[src/rtl/light_ctrl_pkg.sv]
// rtl/light_ctrl_pkg.sv - shared state encoding, colour range and helpers for the light show controller
package light_ctrl_pkg;

  typedef enum logic [1:0] {
    ST_WHITE  = 2'd0,
    ST_MANUAL = 2'd1,
    ST_AUTO   = 2'd2
  } state_t;

  localparam logic [2:0]  COLOUR_FIRST = 3'd1;
  localparam logic [2:0]  COLOUR_LAST  = 3'd6;
  localparam logic [23:0] WHITE_RGB    = 24'hFFFFFF;

  function automatic logic [2:0] next_colour(input logic [2:0] c);
    return (c >= COLOUR_LAST) ? COLOUR_FIRST : c + 3'd1;
  endfunction

  // Mode button cycles WHITE -> MANUAL -> AUTO -> WHITE; the unused code falls back to WHITE
  function automatic state_t next_state(input state_t s);
    case (s)
      ST_WHITE:  return ST_MANUAL;
      ST_MANUAL: return ST_AUTO;
      default:   return ST_WHITE;
    endcase
  endfunction

endpackage

[src/rtl/button_debouncer.sv]
// rtl/button_debouncer.sv - 2-flop synchroniser, stable-count debouncer and rising-edge event
module button_debouncer #(
  parameter int DEB_CYCLES = 4
) (
  input  logic clk,
  input  logic rst,
  input  logic raw,
  output logic rise
);

  localparam int CNT_W = (DEB_CYCLES > 1) ? $clog2(DEB_CYCLES) : 1;

  logic             sync1;
  logic             sync2;
  logic             level;
  logic             level_q;
  logic [CNT_W-1:0] cnt;

  always_ff @(posedge clk) begin
    if (rst) begin
      sync1   <= 1'b0;
      sync2   <= 1'b0;
      level   <= 1'b0;
      level_q <= 1'b0;
      cnt     <= '0;
    end else begin
      sync1   <= raw;
      sync2   <= sync1;
      level_q <= level;
      // Count consecutive disagreeing samples; any agreeing sample restarts the count
      if (sync2 != level) begin
        if (cnt == CNT_W'(DEB_CYCLES - 1)) begin
          level <= sync2;
          cnt   <= '0;
        end else begin
          cnt <= cnt + 1'b1;
        end
      end else begin
        cnt <= '0;
      end
    end
  end

  assign rise = level & ~level_q;

endmodule

[src/rtl/light_show_controller.sv]
// rtl/light_show_controller.sv - mode FSM, auto-step timer, step pulse and colour mirror for lights_selector
module light_show_controller
  import light_ctrl_pkg::*;
#(
  parameter int DEB_CYCLES = 4,
  parameter int PER_W      = 8
) (
  input  logic             clk,
  input  logic             rst,
  input  logic             mode_btn,
  input  logic             step_btn,
  input  logic [PER_W-1:0] period,
  output logic             sel,
  output logic             button,
  output logic [2:0]       colour_idx,
  output logic [1:0]       mode
);

  state_t           state;
  logic [PER_W-1:0] timer;
  logic             mode_ev;
  logic             step_ev;
  logic             terminal;

  button_debouncer #(.DEB_CYCLES(DEB_CYCLES)) u_mode_deb (
    .clk  (clk),
    .rst  (rst),
    .raw  (mode_btn),
    .rise (mode_ev)
  );

  button_debouncer #(.DEB_CYCLES(DEB_CYCLES)) u_step_deb (
    .clk  (clk),
    .rst  (rst),
    .raw  (step_btn),
    .rise (step_ev)
  );

  // timer >= period-1 without underflow; also catches a period shortened below the running count
  assign terminal = ({1'b0, timer} + {{PER_W{1'b0}}, 1'b1}) >= {1'b0, period};

  always_ff @(posedge clk) begin
    if (rst) begin
      state      <= ST_WHITE;
      sel        <= 1'b0;
      button     <= 1'b0;
      colour_idx <= COLOUR_FIRST;
      timer      <= '0;
    end else begin
      button <= 1'b0;
      if (mode_ev) begin
        // A mode change takes priority over any step or timer pulse in the same cycle
        state <= next_state(state);
        sel   <= (next_state(state) != ST_WHITE);
        timer <= '0;
      end else begin
        case (state)
          ST_MANUAL: begin
            if (step_ev) begin
              button     <= 1'b1;
              colour_idx <= next_colour(colour_idx);
            end
          end
          ST_AUTO: begin
            if (period == '0) begin
              timer <= '0;
            end else if (terminal) begin
              button     <= 1'b1;
              colour_idx <= next_colour(colour_idx);
              timer      <= '0;
            end else begin
              timer <= timer + 1'b1;
            end
          end
          default: ;
        endcase
      end
    end
  end

  assign mode = state;

endmodule

[config.mk]
export PLATFORM = sky130hd
export DESIGN_NAME = light_show_controller
export DESIGN_NICKNAME = d
export VERILOG_FILES = /design/src/rtl/light_ctrl_pkg.sv /design/src/rtl/button_debouncer.sv /design/src/rtl/light_show_controller.sv
export SDC_FILE = /design/constraint.sdc
export NUM_CORES = 1
export LEC_CHECK = 0
export ABC_CLOCK_PERIOD_IN_PS = 6500
export CAP_MARGIN = 20
export CORE_ASPECT_RATIO = 0.75
export CORE_MARGIN = 2
export CORE_UTILIZATION = 25
export CTS_BUF_LIST = sky130_fd_sc_hd__clkbuf_4
export DETAILED_ROUTE_END_ITERATION = 10
export SLEW_MARGIN = 20
export SYNTH_ARGS = -nofsm -noshare
export SYNTH_HDL_FRONTEND = slang
export SYNTH_HIERARCHICAL = 1
export SYNTH_SLANG_ARGS = --single-unit
[constraint.sdc]
create_clock -name clk -period 6.5 [get_ports clk]
set_input_delay 0.975 -clock clk [delete_from_list [all_inputs] [get_ports clk]]
set_output_delay 0.975 -clock clk [all_outputs]
set_load 0.005 [all_outputs]
==> impl_metrics.json <==
{
  "grt_pass1_vias": 1049,
  "slew_headroom_pct": 49.3,
  "syn_area_per_cell_um2": 9.35,
  "finalCritPeriodShare_pct": 46.4,
  "ys_ff_latch": 27,
  "fin_tns_setup_ns": 0,
  "crit_type": "flop to flop",
  "dieArea_um2": 6310,
  "fin_crit_ns": 3.02,
  "cp-start-kind": "flop",
  "synth-edff-count": 0,
  "crit_fanout": 6,
  "final_cell_mix": "dfxtp_1 (27), clkdlybuf4s50_1 (18), ha_1 (15)",
  "synth.distinct_cells": 31,
  "drive_gt1_share_pct": 5.81,
  "final_common_cell": "dfxtp_1",
  "p_leak_nw": 0.724,
  "fin_nets": 200,
  "hold_viol_final": 0,
  "p_sw_share_pct": 22.4,
  "syn_area_um2": 1420,
  "portBuffers": 18,
  "route.detailed.wl_per_inst_um": 10.5,
  "fin_skew_ns": 0.00537,
  "crit_required_ns": 6.77,
  "antenna_found_initial": 0,
  "max_clock_freq_mhz": 332,
  "grt_pass1_wl_um": 4530,
  "regArea_um2": 541,
  "power.switching_mw": 0.0575,
  "rows": 23,
  "setup_slack_ns": 3.48,
  "io_pins": 19,
  "p_comb_share_pct": 6.5,
  "hold_ws_ns": 0.443,
  "clock_latency_ns": 0.32,
  "min_path_type": "flop to flop",
  "die_y_um": 69.3,
  "syn_to_final_growth_pct": 20.7,
  "cts_root_buf": "clkbuf_4",
  "critPathCaptureType": "flop",
  "ctsResizeCount": 0,
  "ir_drop_v": 0.0000598,
  "cts_made_buffers": 3,
  "drcViolationCount": 0,
  "cts_max_level": 1,
  "synthArstFlopShare_pct": 0,
  "worst_slew_pin_slew_ns": 0.758,
  "place_ws_ns": 3.31,
  "grt_max_degree": 22,
  "routabilityCongestion": 0.760,
  "yosys_warnings": 6,
  "synth_flop_cell": "dfxtp_1",
  "wl_um": 2600,
  "multi_input_area_um2": 821,
  "clkTransAtPathRegs_ns": 0.15,
  "globalRouteTotalUtil_pct": 8.64,
  "syn_nets": 179,
  "vias": 1051,
  "seq_area_frac_synth_pct": 38.0,
  "postCtsHoldBufs": 0,
  "nFillCells": 596,
  "finalSetupViolCount": 0,
  "powerDensity_nw_per_um2": 150,
  "cts_sinks": 27,
  "cts_max_path_buffers": 2,
  "drt_iter0_drc": 38,
  "tritoncts": "done",
  "maxCapViolCount": 0,
  "drv_slew": 0,
  "synthCells": 152,
  "status": "finished clean",
  "initial_utilization_pct": 26.3,
  "postCtsSetupRepairBufs": 0,
  "hpwlAfterDp_um": 2080,
  "p_int_mw": 0.199,
  "grt_overflow": 0,
  "core_um2": 5410,
  "power_frac_clock_pct": 28.2,
  "diodes": 0,
  "vias_per_cell": 4.26,
  "seq_power_share_pct": 65.3,
  "die_w_um": 91.1,
  "rsz0062_at_grt": "no",
  "ant_nets": 0,
  "cp.arrival_ns": 3.29,
  "first_pass_iters": 4
}
==> sequential cells by signal, indices dropped and copies added (netlist names) <==
signal              flops
u_step_deb/sync1        1
u_step_deb/level_q      1
button                  1
u_mode_deb/level_q      1
timer                   8
u_step_deb/sync2        1
mode                    2
u_step_deb/cnt          2
u_mode_deb/cnt          2
u_step_deb/level        1
u_mode_deb/sync1        1
sel                     1
u_mode_deb/sync2        1
u_mode_deb/level        1
colour_idx              3
==> cells in the mapped netlist (5+ instances only) <==
library cell  number  area (um^2)
dfxtp_1           27          541
ha_1              15          188
inv_1             14         52.6
nand2_1           12         45.0
nand2b_1           5         31.3
nor2_1            10         37.5
nor2b_1           10         62.6
o21ai_0            6         30.0
xnor2_1            7         61.3
==> power groups by stage <==
stage	Clock, mW	Sequential (mW)	Combinational (mW)
after global placement	0	0.171	0.0167
after floorplan	0	0.171	0.00686
after detailed placement	0	0.171	0.0169
final	0.0724	0.168	0.0167
after global routing	0.0837	0.168	0.0186
after CTS	0.0773	0.168	0.0170
==> stage by stage <==
step                utilization (%)  power, mW  cells  instance area [um^2]
finish                         31.7      0.257    247                  1720
global route                   31.7      0.270    247                  1720
CTS                            31.7      0.262    247                  1720
detailed placement             31.2      0.188    243                  1690
global placement               31.2      0.188    243                  1690
floorplan                         -      0.178    152                  1420
==> final timing paths <==
| kind | from | cells after the start | slack (ns) | endpoint |
|---|---|---|---|---|
| max reg2reg | timer[0]$_SDFFE_PP0N_ | 12 | 3.48 | colour_idx[0]$_SDFFE_PP1P_ |
| min | u_step_deb/cnt[0]$_SDFF_PP0_ | 1 | 0.44 | u_step_deb/cnt[0]$_SDFF_PP0_ |
| max | timer[0]$_SDFFE_PP0N_ | 12 | 3.48 | colour_idx[0]$_SDFFE_PP1P_ |
| min reg2reg | u_step_deb/cnt[0]$_SDFF_PP0_ | 1 | 0.44 | u_step_deb/cnt[0]$_SDFF_PP0_ |
==> critical path, cell delays in order (launching register included) <==
cell and delay [ns]:
dfxtp_1 0.44, ha_1 0.21, nand3_1 0.12, nor2_1 0.29, nand2_1 0.11, xnor2_1 0.21, ha_1 0.28, and3_1 0.18
a221o_1 0.36, a41oi_4 0.27, a31oi_4 0.16, and3_1 0.21, o21bai_2 0.13
==> logic make-up (layout without fill, tap and decap cells) <==
family	after synthesis	count (layout)	synth area share, %
XOR/XNOR	8	8	4.93
flip-flops	27	27	38.0
AND/OR/NAND/NOR	58	58	23.2
multiplexers	4	4	2.82
adder cells (fa/ha/maj)	15	15	13.2
AO/OA/AOI/OAI	24	24	13.6
buffers and inverters	16	36	4.23
==> routing by layer <==
| layer | up-vias | share of wire [%] | track usage (%) |
|---|---|---|---|
| met3 | 2 | 3.0 | 2.39 |
| met2 | 13 | 43 | 13.8 |
| met4 | 0 | 0.77 | 2.19 |
| met5 | - | 0 | 0 |
| li1 | 569 | - | - |
| met1 | 467 | 53 | 11.5 |
==> area by class of cell <==
type / instances / share of cell area (%)
clock buffer: 3 / 1.31
tap: 75 / 5.47
inverter: 14 / 3.06
sequential: 27 / 31.5
multi-input combinational: 109 / 47.8
clock inverter: 1 / 0.292
timing repair buffer: 18 / 10.5
No activity file was read; power rests on OpenSTA's default activity.
==> RTL change 1 (config.mk and constraints unchanged) <==
Put one more register stage on the output `colour_idx`, with the module's reset. The value now appears one clock later. The other outputs are not delayed to match.
--- a/src/rtl/light_show_controller.sv
+++ b/src/rtl/light_show_controller.sv
@@ -15,6 +15,8 @@
   output logic [2:0]       colour_idx,
   output logic [1:0]       mode
 );
+
+  logic [2:0] colour_idx_s0;
 
   state_t           state;
   logic [PER_W-1:0] timer;
@@ -44,7 +46,7 @@
       state      <= ST_WHITE;
       sel        <= 1'b0;
       button     <= 1'b0;
-      colour_idx <= COLOUR_FIRST;
+      colour_idx_s0 <= COLOUR_FIRST;
       timer      <= '0;
     end else begin
       button <= 1'b0;
@@ -58,7 +60,7 @@
           ST_MANUAL: begin
             if (step_ev) begin
               button     <= 1'b1;
-              colour_idx <= next_colour(colour_idx);
+              colour_idx_s0 <= next_colour(colour_idx_s0);
             end
           end
           ST_AUTO: begin
@@ -66,7 +68,7 @@
               timer <= '0;
             end else if (terminal) begin
               button     <= 1'b1;
-              colour_idx <= next_colour(colour_idx);
+              colour_idx_s0 <= next_colour(colour_idx_s0);
               timer      <= '0;
             end else begin
               timer <= timer + 1'b1;
@@ -80,5 +82,13 @@
 
   assign mode = state;
 
+  always_ff @(posedge clk) begin
+    if (rst) begin
+      colour_idx <= '0;
+    end else begin
+      colour_idx <= colour_idx_s0;
+    end
+  end
+
 endmodule
 
Behaviour: not the same (Yosys sat finds a counterexample within 4 cycles, from zero or initial values and one cycle with rst high).
==> RTL change 1 against the unedited design <==
  * Synthesized area is 9.6% higher
  * Critical endpoint is now colour_idx_s0[2]
  * Total power increased by 30%
  * Clock skew is 0.0042 ns higher
  * Routed wire length up 14%
  * Largest cell class unchanged
  * Largest power group unchanged
  * Core utilization grew 0.32 points
  * Worst setup slack gained 0.11 ns
  * Hold slack worse by 0.0043 ns
  * Sequential power increased by 13%
  * Final area increased by 10%
  * Critical path type unchanged
  * Sequential cell count increased by 3
==> RTL change 1: results (changes against the unedited design) <==
Setup path
  • Max incr delay on CP: 0.41 ns (-0.03 ns)
  • Reg2reg end: colour_idx_s0[2]
  • Critical Path Fanout Max: 5 (-1)
  • Crit path DAT: 3.14 ns (-0.15 ns)
  • CP startpoint: timer[2]
  • Flop-to-flop setup slack: 3.60 ns (+0.11 ns)

Layout
  • Fillers: 630 (+5.7%)
  • Biggest regs: timer: 8 flops, colour_idx: 3 flops, colour_idx_s0: 3 flops
  • Layout cell share with drive strength beyond 1: 11.2% (+5.4 points)
  • Nets: 213 (+6.5%)

Route
  • WL met1: 1.64 mm (+18%)
  • DRT Wirelength: 2.96 mm (+14%)
  • Detailed router's first-iteration violation count: 21 (-45%)
  • Via/cell ratio: 4.38 (+3.0%)
  • Routed wl met2: 1.14 mm (+2.4%)

Yosys
  • Synth top cells by count: dfxtp_1, nor2_1, ha_1, inv_1, nor2b_1
  • Post-synth cell types: 40 (+29%)
  • Mapped Nets: 189 (+5.6%)
  • Dominant cells by area after synthesis: dfxtp_1, ha_1, nor2b_1

Pwr
  • P_comb: 0.0317 mW (+90%)
  • Reg power frac: 56.9% (-8.4 points)
  • Worst vdd ir: 113 µV (+88%)
  • Power share of the clock group: 33.6% (+5.4 points)
  • Pleak: 0.761 nW (+5.0%)
  • NetSw: 0.0867 mW (+51%)

Clock network
  • CTS Buf Count: 5 (+2)
  • Post-CTS Resized: 0 (unchanged)
  • Htree depth: 2 (+1)

Timing
  • Layout Skew: 0.00961 ns (+0.00424 ns)

Global routing
  • Vias in the first global route: 1104 (+5.2%)
  • Met3 Use GR: 3.32% (+0.93 points)
  • GRT Resource Usage Total: 9.48% (+0.83 points)
  • Met1 Resource Use GR: 14.0% (+2.5 points)
  • Largest net degree at the start of global routing: 25 (+14%)
  • Met2 usage: 12.3% (-1.5 points)
  • First-pass GRT wire length: 5.01 mm (+11%)

Placement
  • GPL Wtd Cong: 0.777 (+2.3%)
  • DPL Wire Length: 2.24 mm (+7.7%)

Min path
  • Sink of the worst hold path: u_mode_deb/cnt[0]
  • HP Start: u_mode_deb/cnt[0]

Run status
  • Status: completed
==> RTL change 1: cell types whose count changed after synthesis, sizes merged, moves of 3 or more <==
| cell | change |
|---|---|
| nor2 | +6 |
| nand3 | +5 |
| o21ai | -5 |
| dfxtp | +3 |
| nand2 | -5 |
| and3 | -3 |
| a22o | +5 |
==> RTL change 1: layout make-up <==
cell class	count	share of cell area, %
Inverter	14	2.77
Multi-Input combinational cell	116	47.4
Timing Repair Buffer	19	9.91
Clock buffer	5	1.98
Sequential cell	30	31.7
Clock inverter	3	1.12
Tap cell	78	5.15
==> RTL change 1: critical path, delay by kind of cell, from the launching register on <==
family                     cells  cell delay [ns]
adders and majority gates      1             0.30
xor gates and xnor gates       1             0.22
DFF                            1             0.41
AOI/OAI and AO/OA              5             1.09
and+or+nand+nor                4             0.66
buffers and inverters          1             0.11
==> RTL change 1: through the flow <==
stage / hold WS [ns] / std cells / utilization (%) / setup slack, ns / instance area [µm²]
6_report: 0.439 / 265 / 32.0 / 3.60 / 1890
4_1_cts: 0.442 / 265 / 32.0 / 3.58 / 1890
3_5_place_dp: 0.421 / 257 / 31.0 / 3.24 / 1840
5_1_grt: 0.452 / 265 / 32.0 / 3.37 / 1890
2_1_floorplan: 0.404 / 162 / - / 3.86 / 1560
3_3_place_gp: 0.418 / 257 / 31.0 / 3.30 / 1840
==> RTL change 1: logic make-up (layout without fill, tap and decap cells) <==
kind of cell	count (synthesis)	after routing	share of synthesized area, %
buffers and inverters	16	41	3.86
DFF	30	30	38.6
AOI/OAI and AO/OA	29	29	15.8
and+or+nand+nor	58	58	21.3
adders and majority gates	15	15	12.0
xor gates and xnor gates	8	8	4.50
muxes	6	6	3.94
==> RTL change 2 (same flow settings) <==
Without the edit above. `DEB_CYCLES` is set to 4 in 2 places; all go to 8.
--- a/src/rtl/button_debouncer.sv
+++ b/src/rtl/button_debouncer.sv
@@ -1,6 +1,6 @@
 // rtl/button_debouncer.sv - 2-flop synchroniser, stable-count debouncer and rising-edge event
 module button_debouncer #(
-  parameter int DEB_CYCLES = 4
+  parameter int DEB_CYCLES = 8
 ) (
   input  logic clk,
   input  logic rst,
--- a/src/rtl/light_show_controller.sv
+++ b/src/rtl/light_show_controller.sv
@@ -2,7 +2,7 @@
 module light_show_controller
   import light_ctrl_pkg::*;
 #(
-  parameter int DEB_CYCLES = 4,
+  parameter int DEB_CYCLES = 8,
   parameter int PER_W      = 8
 ) (
   input  logic             clk,
Function: changed (Yosys sat finds a counterexample within 10 cycles, from zero or initial values and one cycle with rst high).
==> RTL change 2 against the unedited design <==
  * Sequential cell count up 2
  * Final cell count down 1.6%
  * Maximum frequency up 0.95%
  * Final area up 3.8%
  * Via count up 1.9%
  * Synthesized area up 1.2%
  * Synthesized cell count down 4.6%
  * Core utilization up 1.0 points
  * Sequential share of layout area up 1.1 points
  * Routed wire length about the same
  * Total power up 33%
  * Sequential power up 7%
  * Worst setup slack better by 0.028 ns
  * Highest routed layer unchanged
==> RTL change 2: results (changes against the unedited design) <==
Run status
  • Status: completed

Setup path
  • Flop-to-flop setup slack: 3.51 ns (+0.03 ns)
  • CP delay by family, top: simple AND/OR/NAND/NOR gates
  • Reg2reg end: button
  • Crit path DAT: 3.17 ns (-0.12 ns)
  • Worst R2R Path Depth: 11 (-1)
  • R2R Path Start: timer[0]

Layout
  • Nets: 196 (-2.0%)
  • Largest register FFs: 8 (unchanged)
  • Number of diodes: 0 (unchanged)
  • Fillers: 567 (-4.9%)
  • Layout cell share with drive strength beyond 1: 6.55% (+0.73 points)

Route
  • Detailed router's first-iteration violation count: 58 (+53%)
  • WL met3: 123 µm (+58%)
  • WL/cell: 10.7 µm (+1.7%)
  • Vias after detailed routing: 1071 (+1.9%)
  • Routed wl met2: 998 µm (-10%)
  • Via/cell ratio: 4.41 (+3.6%)
  • WL met1: 1.44 mm (+4.1%)

Yosys
  • Synth top cells by count: dfxtp_1, ha_1, inv_1, nor2b_1, nor2_1
  • Mapped Nets: 174 (-2.8%)
  • Post-synth cell types: 35 (+13%)
  • Dominant cells by area after synthesis: dfxtp_1, ha_1, nor2b_1
  • Gate Count Post-Synth: 145 (-4.6%)
  • Sequential area share after synthesis: 40.3% (+2.3 points)

Clock network
  • Worst-path clk slew: 0.10 ns (-0.05 ns)
  • CTS Buf Count: 5 (+2)
  • Htree depth: 2 (+1)

Placement
  • Post-placement cell count: 235 (-3.3%)
  • GPL Wtd Cong: 0.777 (+2.2%)
  • Placed Instance Area: 1700 µm² (+0.82%)
  • Post-Place Worst Slack: 3.28 ns (-0.0263 ns)
  • DPL Wire Length: 2.05 mm (-1.5%)

Timing
  • Final setup margin: 3.51 ns (+0.0283 ns)
  • Measured slew at the worst slew-check pin: 0.820 ns (+0.0619 ns)
  • Hold WS: 0.432 ns (-0.0109 ns)
  • Layout Skew: 0.00718 ns (+0.00181 ns)

Global routing
  • Met3 Use GR: 3.48% (+1.1 points)
  • First-pass GRT wire length: 4.55 mm (+0.31%)
  • GRT Resource Usage Total: 8.83% (+0.19 points)
  • Met1 Resource Use GR: 12.6% (+1.1 points)
  • Vias in the first global route: 990 (-5.6%)
  • Met2 usage: 11.6% (-2.2 points)
  • Largest net degree at the start of global routing: 25 (+14%)

Pwr
  • Worst vdd ir: 119 µV (+99%)
  • Pleak: 0.764 nW (+5.6%)

Min path
  • HP Start: u_step_deb/cnt[0]
[RTL change 2: area by class of cell]
type / count / area [µm²] / share of cell area, %
clock inverters: 3 / 41.3 / 2.32
clock buffers: 5 / 37.5 / 2.11
flip-flops and latches: 29 / 581 / 32.6
repair buffers: 18 / 180 / 10.1
inverters: 10 / 37.5 / 2.11
multi-input cells: 103 / 810 / 45.5
well taps: 75 / 93.8 / 5.27
[RTL change 2: report_power, final]
| part | internal, mW | switching, mW | total (mW) |
|---|---|---|---|
| sequential | 0.179 | 0.000594 | 0.180 |
| combinational | 0.00914 | 0.00737 | 0.0165 |
| clock | 0.0796 | 0.0655 | 0.145 |
| total | 0.268 | 0.0734 | 0.341 |
[RTL change 2: logic make-up after synthesis]
kind of cell,count (synthesis),synth area share [%]
xor gates and xnor gates,8,4.87
buffers and inverters,13,3.39
and+or+nand+nor,49,20.1
muxes,4,2.78
adders and majority gates,17,14.8
AOI/OAI and AO/OA,25,13.7
DFF,29,40.3
